--- src/rtl/ask_tx_pkg.sv ---
// Shared types and constants for the ASK transmitter framing logic.
// The optional sync word is enabled with the ASK_SYNC_WORD_EN macro
// (see prbs_frame_ctrl).
package ask_tx_pkg;

  localparam int LFSR_W = 13;
  localparam int SYNC_W = 13;

  // Feedback taps of the 13-bit PRBS polynomial.
  localparam int TAP_A = 12;
  localparam int TAP_B = 11;
  localparam int TAP_C = 10;
  localparam int TAP_D = 7;

  // Frame sequencer states. SYNC is only reachable with ASK_SYNC_WORD_EN.
  typedef enum logic [2:0] {
    IDLE,
    PREAMBLE,
    SYNC,
    PAYLOAD,
    GAP
  } state_t;

  // Feedback bit of the LFSR; also the payload bit for the current state.
  function automatic logic lfsr_fb(input logic [LFSR_W-1:0] s);
    return s[TAP_A] ^ s[TAP_B] ^ s[TAP_C] ^ s[TAP_D];
  endfunction

endpackage

--- src/rtl/prbs13_core.sv ---
// 13-bit PRBS register. Steps only when told to, loads a new seed on
// request, and never stays stuck at zero: an all-zero value (or an
// all-zero load request) is replaced by SEED.
module prbs13_core
  import ask_tx_pkg::*;
#(
  parameter logic [LFSR_W-1:0] SEED = 13'd1
) (
  input  logic              clk,
  input  logic              rst,
  input  logic              step,
  input  logic              load,
  input  logic [LFSR_W-1:0] load_val,
  output logic              fb
);

  logic [LFSR_W-1:0] s;

  // LFSR register: load has priority over zero lock-out, which has priority over step.
  always_ff @(posedge clk) begin
    if (rst) begin
      s <= SEED;
    end else if (load) begin
      s <= (load_val == '0) ? SEED : load_val;
    end else if (s == '0) begin
      s <= SEED;
    end else if (step) begin
      s <= {s[LFSR_W-2:0], fb};
    end
  end

  // Feedback bit is exposed as the payload bit for the current register value.
  always_comb begin
    fb = lfsr_fb(s);
  end

endmodule

--- src/rtl/prbs_frame_ctrl.sv ---
// Frame sequencer for the ASK transmitter: preamble, optional sync word,
// PRBS payload and a carrier-off gap, each bit held CLKS_PER_BIT clocks.
// Optional feature macro: ASK_SYNC_WORD_EN (adds a 13-bit SYNC_WORD field
// between preamble and payload).
//
// Handshake: start is a request level sampled only while busy=0; busy acts
// as the inverse of ready, so a start seen while busy=1 is dropped, not
// queued. seed_load follows the same rule.
module prbs_frame_ctrl
  import ask_tx_pkg::*;
#(
  parameter int unsigned       CLKS_PER_BIT = 16,
  parameter int unsigned       PREAMBLE_LEN = 8,
  parameter int unsigned       PAYLOAD_LEN  = 64,
  parameter int unsigned       GAP_LEN      = 4,
  parameter logic [LFSR_W-1:0] SEED         = 13'd1,
  parameter logic [SYNC_W-1:0] SYNC_WORD    = 13'h1CF5
) (
  input  logic              clk,
  input  logic              rst,
  input  logic              start,
  input  logic              seed_load,
  input  logic [LFSR_W-1:0] seed_in,
  output logic              busy,
  output logic              tx_en,
  output logic              bit_out,
  output logic              bit_valid,
  output logic              done,
  output logic [7:0]        frame_cnt,
  output state_t            state_dbg
);

  // Bit timer width; bit index is 16 bits, enough for any field length below 65536.
  localparam int TW = (CLKS_PER_BIT > 1) ? $clog2(CLKS_PER_BIT) : 1;
  localparam int IW = 16;

  state_t          state;
  state_t          state_nxt;
  logic [TW-1:0]   timer;
  logic [IW-1:0]   bit_idx;
  logic            period_end;
  logic            bit_last;
  logic            lfsr_step;
  logic            lfsr_load;
  logic            lfsr_bit;

`ifdef ASK_SYNC_WORD_EN
  logic [3:0]      sync_sel;
`else
  logic            unused_sync;
  assign unused_sync = ^SYNC_WORD;
`endif

  // LFSR advances once per payload bit, on the last clock of the period.
  assign lfsr_step = (state == PAYLOAD) && period_end;
  assign lfsr_load = (state == IDLE) && seed_load;

  prbs13_core #(
    .SEED (SEED)
  ) u_prbs (
    .clk      (clk),
    .rst      (rst),
    .step     (lfsr_step),
    .load     (lfsr_load),
    .load_val (seed_in),
    .fb       (lfsr_bit)
  );

  // Period and field boundary detection.
  always_comb begin
    period_end = (timer == TW'(CLKS_PER_BIT - 1));
    bit_last   = 1'b0;
    case (state)
      PREAMBLE: bit_last = (bit_idx == IW'(PREAMBLE_LEN - 1));
      SYNC:     bit_last = (bit_idx == IW'(SYNC_W - 1));
      PAYLOAD:  bit_last = (bit_idx == IW'(PAYLOAD_LEN - 1));
      GAP:      bit_last = (bit_idx == IW'(GAP_LEN - 1));
      default:  bit_last = 1'b0;
    endcase
  end

  // State register.
  always_ff @(posedge clk) begin
    if (rst) begin
      state <= IDLE;
    end else begin
      state <= state_nxt;
    end
  end

  // Next-state logic: fields advance when their last bit period ends.
  always_comb begin
    state_nxt = state;
    case (state)
      IDLE: begin
        if (start) state_nxt = PREAMBLE;
      end
      PREAMBLE: begin
`ifdef ASK_SYNC_WORD_EN
        if (period_end && bit_last) state_nxt = SYNC;
`else
        if (period_end && bit_last) state_nxt = PAYLOAD;
`endif
      end
      SYNC: begin
        if (period_end && bit_last) state_nxt = PAYLOAD;
      end
      PAYLOAD: begin
        if (period_end && bit_last) state_nxt = GAP;
      end
      GAP: begin
        if (period_end && bit_last) state_nxt = IDLE;
      end
      default: state_nxt = IDLE;
    endcase
  end

  // Bit timer and per-field bit index; both held at zero while idle.
  always_ff @(posedge clk) begin
    if (rst || (state == IDLE)) begin
      timer   <= '0;
      bit_idx <= '0;
    end else begin
      timer <= period_end ? '0 : timer + 1'b1;
      if (period_end) begin
        bit_idx <= bit_last ? '0 : bit_idx + 1'b1;
      end
    end
  end

  // Completed-frame counter, bumped on the done pulse and wrapping at 255.
  always_ff @(posedge clk) begin
    if (rst) begin
      frame_cnt <= '0;
    end else if (done) begin
      frame_cnt <= frame_cnt + 8'd1;
    end
  end

`ifdef ASK_SYNC_WORD_EN
  // Sync word is sent MSB first.
  assign sync_sel = 4'(SYNC_W - 1) - bit_idx[3:0];
`endif

  // Output decode from state, timer and bit index.
  always_comb begin
    busy      = 1'b0;
    tx_en     = 1'b0;
    bit_out   = 1'b0;
    bit_valid = 1'b0;
    done      = 1'b0;
    case (state)
      PREAMBLE: begin
        busy      = 1'b1;
        tx_en     = 1'b1;
        bit_out   = ~bit_idx[0];
        bit_valid = (timer == '0);
      end
`ifdef ASK_SYNC_WORD_EN
      SYNC: begin
        busy      = 1'b1;
        tx_en     = 1'b1;
        bit_out   = SYNC_WORD[sync_sel];
        bit_valid = (timer == '0);
      end
`endif
      PAYLOAD: begin
        busy      = 1'b1;
        tx_en     = 1'b1;
        bit_out   = lfsr_bit;
        bit_valid = (timer == '0);
      end
      GAP: begin
        busy      = 1'b1;
        bit_valid = (timer == '0);
        done      = period_end && bit_last;
      end
      default: begin
        busy = 1'b0;
      end
    endcase
  end

  assign state_dbg = state;

endmodule

--- config.mk ---
export PLATFORM = sky130hd
export DESIGN_NAME = prbs_frame_ctrl
export DESIGN_NICKNAME = d
export VERILOG_FILES = /design/src/rtl/ask_tx_pkg.sv /design/src/rtl/prbs13_core.sv /design/src/rtl/prbs_frame_ctrl.sv
export SDC_FILE = /design/constraint.sdc
export NUM_CORES = 1
export LEC_CHECK = 0
export ABC_AREA = 0
export CAP_MARGIN = 30
export CORE_UTILIZATION = 49
export CTS_CLUSTER_DIAMETER = 50
export DETAILED_ROUTE_END_ITERATION = 6
export PLACE_DENSITY_LB_ADDON = 0.25
export SYNTH_ARGS = -nofsm -noshare
export SYNTH_HDL_FRONTEND = slang
export SYNTH_HIERARCHICAL = 1
export SYNTH_SLANG_ARGS = --single-unit
export TNS_END_PERCENT = 100
--- constraint.sdc ---
create_clock -name clk -period 2.5 [get_ports clk]
set_input_delay 0.75 -clock clk [delete_from_list [all_inputs] [get_ports clk]]
set_output_delay 0.75 -clock clk [all_outputs]
set_load 0.02 [all_outputs]
* Word-level counts from Yosys, hierarchy flattened
Index checks and enable logic that the tools add are counted.
Operators by class: add/sub/neg operators 3, multipliers 0, div/mod/pow operators 0, order comparisons 0, equal/unequal tests 13, shift-type cells 0, muxes and demuxes 16, bitwise gates (word level) 4, reduce and logical (&&, ||, !) cells 14
Operators by type and width (number):
- 13-bit two-way mux | 4
- 13-bit zero test | 2
- 16-bit by 1-bit adder with 16-bit output, second input constant | 1
- 16-bit by 2-bit equality test with 1-bit output, second input constant | 1
- 16-bit by 3-bit equality test with 1-bit output, second input constant | 1
- 16-bit by 4-bit equality test with 1-bit output, second input constant | 1
- 16-bit by 6-bit equality test with 1-bit output, second input constant | 1
- 16-bit two-way mux | 1
- 3-bit two-way mux | 4
- 3-bit case mux with 4 select lines | 1
- 8-bit by 1-bit adder with 8-bit output, second input constant | 1
- 3-bit by 2-bit equality test with 1-bit output, second input constant | 2
- 2-bit OR reduction | 3
- 4-bit by 1-bit adder with 4-bit output, second input constant | 1
- 4-bit equality test, second input constant | 1
- 4-bit zero test | 1
- 1-bit two-way mux | 4
- 2-bit by 1-bit inequality test with 1-bit output, second input constant | 2
- 2-bit inequality test, second input constant | 2
- 1-bit case mux with 4 select lines | 1
- 4-bit AND reduction | 1
- 3-bit by 1-bit equality test with 1-bit output, second input constant | 1
- 3-bit equality test, second input constant | 1
- 1-bit logical AND | 3
- other kinds (7) | 9
Storage, ports and cells: register bits after elaboration 44, latch bits 0, bits in writable memories 0, bits in read-only memories 0, input bits 17, output and inout port bits 16, word-level logic and storage cells 55, memories 0

* Logic depth before layout (Yosys ltp)
word-level depth 6, mapped depth 9, depth with buffers taken out 6

* Hierarchy
Netlist, hierarchy kept.
By module, submodules not included:
- prbs_frame_ctrl | times used 1, cells each 206, area each 1649.1 sq um, seq. area each 620.6 sq um
- prbs13_core | times used 1, cells each 86, area each 743.2 sq um, seq. area each 260.2 sq um

* Least setup slack after synthesis
No wires, ideal clock.
path type reg-to-output, start register state[2], in the netlist state_dbg[2], end output port done, arrival time 1962 ps, data required time 1750 ps, path slack -212 ps, cell stages (with the launch flop) 8, cells stage by stage dfxtp_1 -> buf_4 -> nand3b_2 -> mux2i_1 -> a2111o_1 -> buf_4 -> buf_6 -> nor2_1
On the way: word-level cells in the longest chain between the ends 4
Ends and longest elaborated chain:
- from (decl) | line prbs_frame_ctrl.sv:37 | state_t state;
- from (signal assigned) | line prbs_frame_ctrl.sv:87 | state <= state_nxt;
- 3-bit equality test (tied with other cells) | line prbs_frame_ctrl.sv:73, prbs_frame_ctrl.sv:152
- 1-bit case mux with 4 select lines | line prbs_frame_ctrl.sv:73 | case (state)
- 1-bit logical AND | line prbs_frame_ctrl.sv:176 | done = period_end && bit_last;
- 1-bit two-way mux (*) | line prbs_frame_ctrl.sv:152 | case (state)
- to (decl) | line prbs_frame_ctrl.sv:28 | output logic done,
Mark *: on every way between the ends. The rest lies on a longest branch, timed or not.

* Worst setup path in the final report
Ends and elaborated chain as after synthesis.

==> metrics.txt <==
drt pass-1 iters=4; wire length per cell=13.21 um; Cell Area, Synth=2392 um2; HPWL Detailed=4155 um; NetSw=roughly 370 uW; synth warn=6; Die Width=71.87 um; global-route wire length before repair=9225 um; pre-CTS WS=-0.1289 ns; Post-synth EDFFs=0; FILL cells=roughly 400; grt ovf=0; vias in the first global route=2102; ANT cells=0; Seq pwr share=0.507; port bufs=32; Most used DFF post-synth=dfxtp_1; Fmax achieved=408.3 MHz; final worst-path cycle share=0.9797; pwr dens=477.0 nW/um2; Die ar.=5165 um2; Area Overhead vs Synth=29.29%; Crit Path Category=reg2out; Clock Path Buffers=2; CTS Root Cell=clkbuf_8; critical path data arrival time=1.70 ns; Layout Skew=0.01070 ns; Data required, critical path=about 1.8 ns; hold bufs inserted after CTS=0; Layout Nets=371; layout cell share with drive strength beyond 1=0.1652; Clock power frac=0.363; internal power=roughly 1.1 mW; routed vias=2291; synthesized net count=between 300 and 400; Worst-Margin Slew=0.5195 ns; Final Max Tran Viols=0; TritonCTS buffer count=5; final-report setup violation count=0; CP max FO=7; Clk Latency, worst-skew pair=0.30 ns; I/O Pins=33; largest net degree at the start of global routing=26; CP Capture Type=primary output; clock input transition at the sequential cells of the worst setup and hold paths=0.09 ns; DRT antenna net count=0; Syn Area/Cell=8.193 um2; Pleak=1.078 nW; WHS=just under 0.5 ns; # DRC=0; overall routed net length=between 5000 and 6000 um; final worst slack=0.05068 ns; Final Hold Viols=0; vias per cell=approximately 5.5; final instance area=3093 um2; max-cap viol count=0; initial antenna violation count=0; Max VDD drop=0.2406 mV; Distinct cells, synth=between 40 and 50; Clock Sinks=44; Starting DRT DRC Count=between 200 and 250; register bit total from synthesis=44; ys async rst share=0; status=finished clean; area of the core=4723 um2; HP Class=reg2reg; Rows=25; gp weighted congestion=roughly 0.84; sw frac=0.2479; Starting Density=0.5065; CTS tree=yes; sequential fraction of the synthesis area=0.3682; DIE HEIGHT=roughly 72 um; DP Area=2972 um2; Final Critical Period=around 2.4 ns; GRT Util Overall=0.2258; Cells after Synth=292; startpoint types=register; Slew HR=0.6510; CTS HTree Levels=2; combinational share of power=0.130
## power by group through the flow
stage	combinational, mW	sequential, mW	clock, mW
6_report	0.192	0.748	0.535
5_1_grt	0.209	0.751	0.579
4_1_cts	0.191	0.750	0.549
3_5_place_dp	0.193	0.766	0
3_3_place_gp	0.189	0.765	0
2_1_floorplan	0.126	0.762	0
## cell families after synthesis
| family | count (synthesis) | share of synthesized area |
|---|---|---|
| and+or+nand+nor | 130 | 0.2929 |
| buffers and inverters | 36 | 0.07061 |
| DFF | 44 | 0.3682 |
| muxes | 2 | 0.008369 |
| AOI/OAI and AO/OA | 59 | 0.1768 |
| xor gates and xnor gates | 17 | 0.06224 |
| adders and majority gates | 4 | 0.02092 |
## stage by stage
stage                     cells  power [mW]  utilization  setup TNS, ns
final                       418       1.475       0.6548              0
after global routing        418       1.539       0.6548       -0.01461
after CTS                   418       1.490       0.6514        -0.1170
after detailed placement    410      0.9594       0.6291        -0.1289
after global placement      410      0.9538       0.6291        -0.1347
after floorplan             292      0.8881            -              0
## flip-flops by register name (all words and copies together), names as in the netlist
signal,flops
u_prbs/s,13
state_dbg,3
timer,4
frame_cnt,8
bit_idx,16
## worst max-delay path, cell delays in order (launching register included)
cell and delay [ns]:
dfxtp_4 0.38, nand3b_4 0.16, mux2i_2 0.16, a2111o_1 0.45
nor2_4 0.13, buf_6 0.12
## cells in the mapped netlist (2+ instances only)
library cell | number | area share
inv_1 | 21 | 0.033
and3_1 | 3 | 0.0078
mux2i_1 | 2 | 0.0084
clkbuf_1 | 7 | 0.011
nor2_1 | 39 | 0.061
o31ai_1 | 7 | 0.022
xnor2_1 | 15 | 0.055
nand3_1 | 13 | 0.027
or4_1 | 7 | 0.022
xor2_1 | 2 | 0.0073
nand4_1 | 5 | 0.013
o21ai_0 | 10 | 0.021
ha_1 | 4 | 0.021
a32oi_1 | 5 | 0.018
and2_1 | 4 | 0.010
a211oi_1 | 3 | 0.0094
or2_2 | 2 | 0.0052
nor4_4 | 2 | 0.018
a21oi_1 | 19 | 0.040
a221oi_1 | 6 | 0.022
buf_4 | 2 | 0.0063
nor3_1 | 8 | 0.017
nand2_1 | 26 | 0.041
or3_1 | 3 | 0.0078
nor4_1 | 5 | 0.013
a221oi_2 | 2 | 0.013
dfxtp_1 | 44 | 0.37
buf_2 | 3 | 0.0063
nor3b_1 | 2 | 0.0063
nand4b_1 | 2 | 0.0073
a31oi_1 | 2 | 0.0052
buf_6 | 3 | 0.014
## cells in the final DEF, fill, tap and decap left out, drive strengths merged, types with 2 or more instances in the layout
master,Yosys,final
a211oi,3,3
a21oi,19,19
a221oi,8,8
a31oi,2,2
a32oi,5,5
and2,5,5
and3,3,3
buf,8,35
clkbuf,7,7
clkdlybuf4s50,0,28
dfxtp,44,44
ha,4,4
inv,21,21
mux2i,2,2
nand2,26,26
nand3,13,13
nand3b,2,2
nand4,5,5
nand4b,2,2
nor2,39,39
nor3,8,8
nor3b,3,3
nor4,7,7
o21ai,10,10
o31ai,7,7
or2,2,2
or3,3,3
or4,7,7
xnor2,15,15
xor2,2,2
## final timing paths
path | slack [ns] | startpoint | depth (start not counted) | endpoint
worst min register to register | 0.49 | u_prbs/s[6]$_SDFFE_PP0P_ | 2 | u_prbs/s[6]$_SDFFE_PP0P_
worst max register to register | 0.35 | state_dbg[2]$_SDFFE_PP0P_ | 6 | frame_cnt[5]$_SDFFE_PP0P_
worst max-delay path | 0.05 | state_dbg[2]$_SDFFE_PP0P_ | 5 | done
worst min-delay path | 0.49 | u_prbs/s[6]$_SDFFE_PP0P_ | 2 | u_prbs/s[6]$_SDFFE_PP0P_
## what timing repair did
| item | CTS | global route |
|---|---|---|
| endpoints found under the setup margin | 4 | 4 |
| resized for setup | 6 | 12 |
| buffers inserted | 0 | 0 |
| pin swaps | 0 | 1 |
## layout make-up
class	count	area [um2]	share of cell area
Clock inverter	2	35.03	0.01133
Sequential cell	44	889.6	0.2876
Tap cell	67	83.83	0.02710
Multi-Input combinational cell	212	1363	0.4405
Clock buffer	6	72.57	0.02346
Inverter	21	78.83	0.02549
Timing Repair Buffer	66	570.5	0.1845
## routing by layer
metal / up-vias / part of all wire / global-route usage / routed length [um]
li1: 1164 / - / - / -
met1: 1060 / 0.46 / 0.2983 / 2517
met2: 58 / 0.48 / 0.3690 / 2654
met3: 9 / 0.047 / 0.04079 / 260
met4: 0 / 0.016 / 0.08279 / 87
met5: - / 0 / 0 / 0
Power figures use the tool's default switching activity.
==> variant, RTL diff (same settings) <==
`SYNC_W`: 13 -> 26.
--- a/src/rtl/ask_tx_pkg.sv
+++ b/src/rtl/ask_tx_pkg.sv
@@ -5,5 +5,5 @@
 
   localparam int LFSR_W = 13;
-  localparam int SYNC_W = 13;
+  localparam int SYNC_W = 26;
 
   // Feedback taps of the 13-bit PRBS polynomial.
Behaviour: no difference found for any inputs over 10 cycles, from zero or initial values and one cycle with rst high; that may be too few to reach the edited logic, so the function may still have changed.
==> variant against the original RTL <==
  * Area after synthesis up 0.31%
  * Total power shrank 3.6%
  * Sequential cell count did not move
  * Worst setup slack got worse by 14 ps
  * Synthesized cell count is 2.4% lower
  * Die area increased by 0.31%
  * Combinational power grew 8%
  * Clock skew fell by 7.5 ps
  * Critical path depth stayed put
  * Wire length increased by 2.1%
  * Cell area is 3.2% higher
  * Global-route usage up 0.18 points
==> variant: results <==
status:
  status: "complete, no violations"
route:
  met3WireLength_um: 238
  drtIter0Drc: 127
  post_drt_wl_per_cell_um: 13.5
  vias: 2238
  met1_length_mm: 2.66
final_layout:
  num-fill-cells: 395
  drive_above_1_share_pct: 22.4
  final_nets: 372
pwr:
  ir_drop_v: 0.000335
  combPwrFrac_pct: 14.5
  seqPwrFrac_pct: 52.6
  switching_share_pct: 26.7
place:
  hpwl_mm: 4.08
  place_congestion: 0.843
  preCtsSetupSlack_ps: -207
critical_path:
  r2r-end: "state_dbg[1]$_SDFFE_PP0P_"
  worstPathMaxFanout: 5
  ff2ff_setup_slack_ps: 70
  cp_top_family: "simple AND/OR/NAND/NOR gates"
yosys:
  syn_nets: 306
  yosysSeqAreaShare_pct: 36.7
grt:
  gr-usage-all-layers_pct: 22.8
  met2_usage_pct: 38.7
  grt_pass1_wl_mm: 9.38
timing:
  worst_hold_slack_ps: 492
  tightest_slew_ps: 455
  min_period_ps: 2460
## variant: cell types whose count changed after synthesis, sizes merged, moves of 4 or more
cell,unedited run,this run
a21oi,19,10
mux2,0,5
nand3,13,7
nor2,39,44
o31ai,7,1
or4,7,1
xnor2,15,11
xor2,2,11
## variant: area by class of cell
type                            instances  area [sq um]  share of cell area [%]
Clock buffer                            6          82.6                    2.59
Clock inverter                          2          10.0                   0.314
Inverter                               21          78.8                    2.47
Multi-Input combinational cell        209          1440                    45.1
Sequential cell                        44           886                    27.8
Tap cell                               67          83.8                    2.63
Timing Repair Buffer                   70           611                    19.1
## variant: cell families after synthesis
group | Yosys count | share of synthesized area (%)
buf+inv | 32 | 6.57
xor+xnor | 22 | 8.03
mux | 7 | 3.18
simple gates | 134 | 29.5
compound gates | 42 | 14.0
flops | 44 | 36.7
fa+ha+maj | 4 | 2.09
## variant: repair_timing
action,in CTS,in global routing
pin swaps,2,6
gates resized for setup,13,17
hold endpoints to repair,0,0
setup endpoints to repair,7,8
buffers inserted,0,1
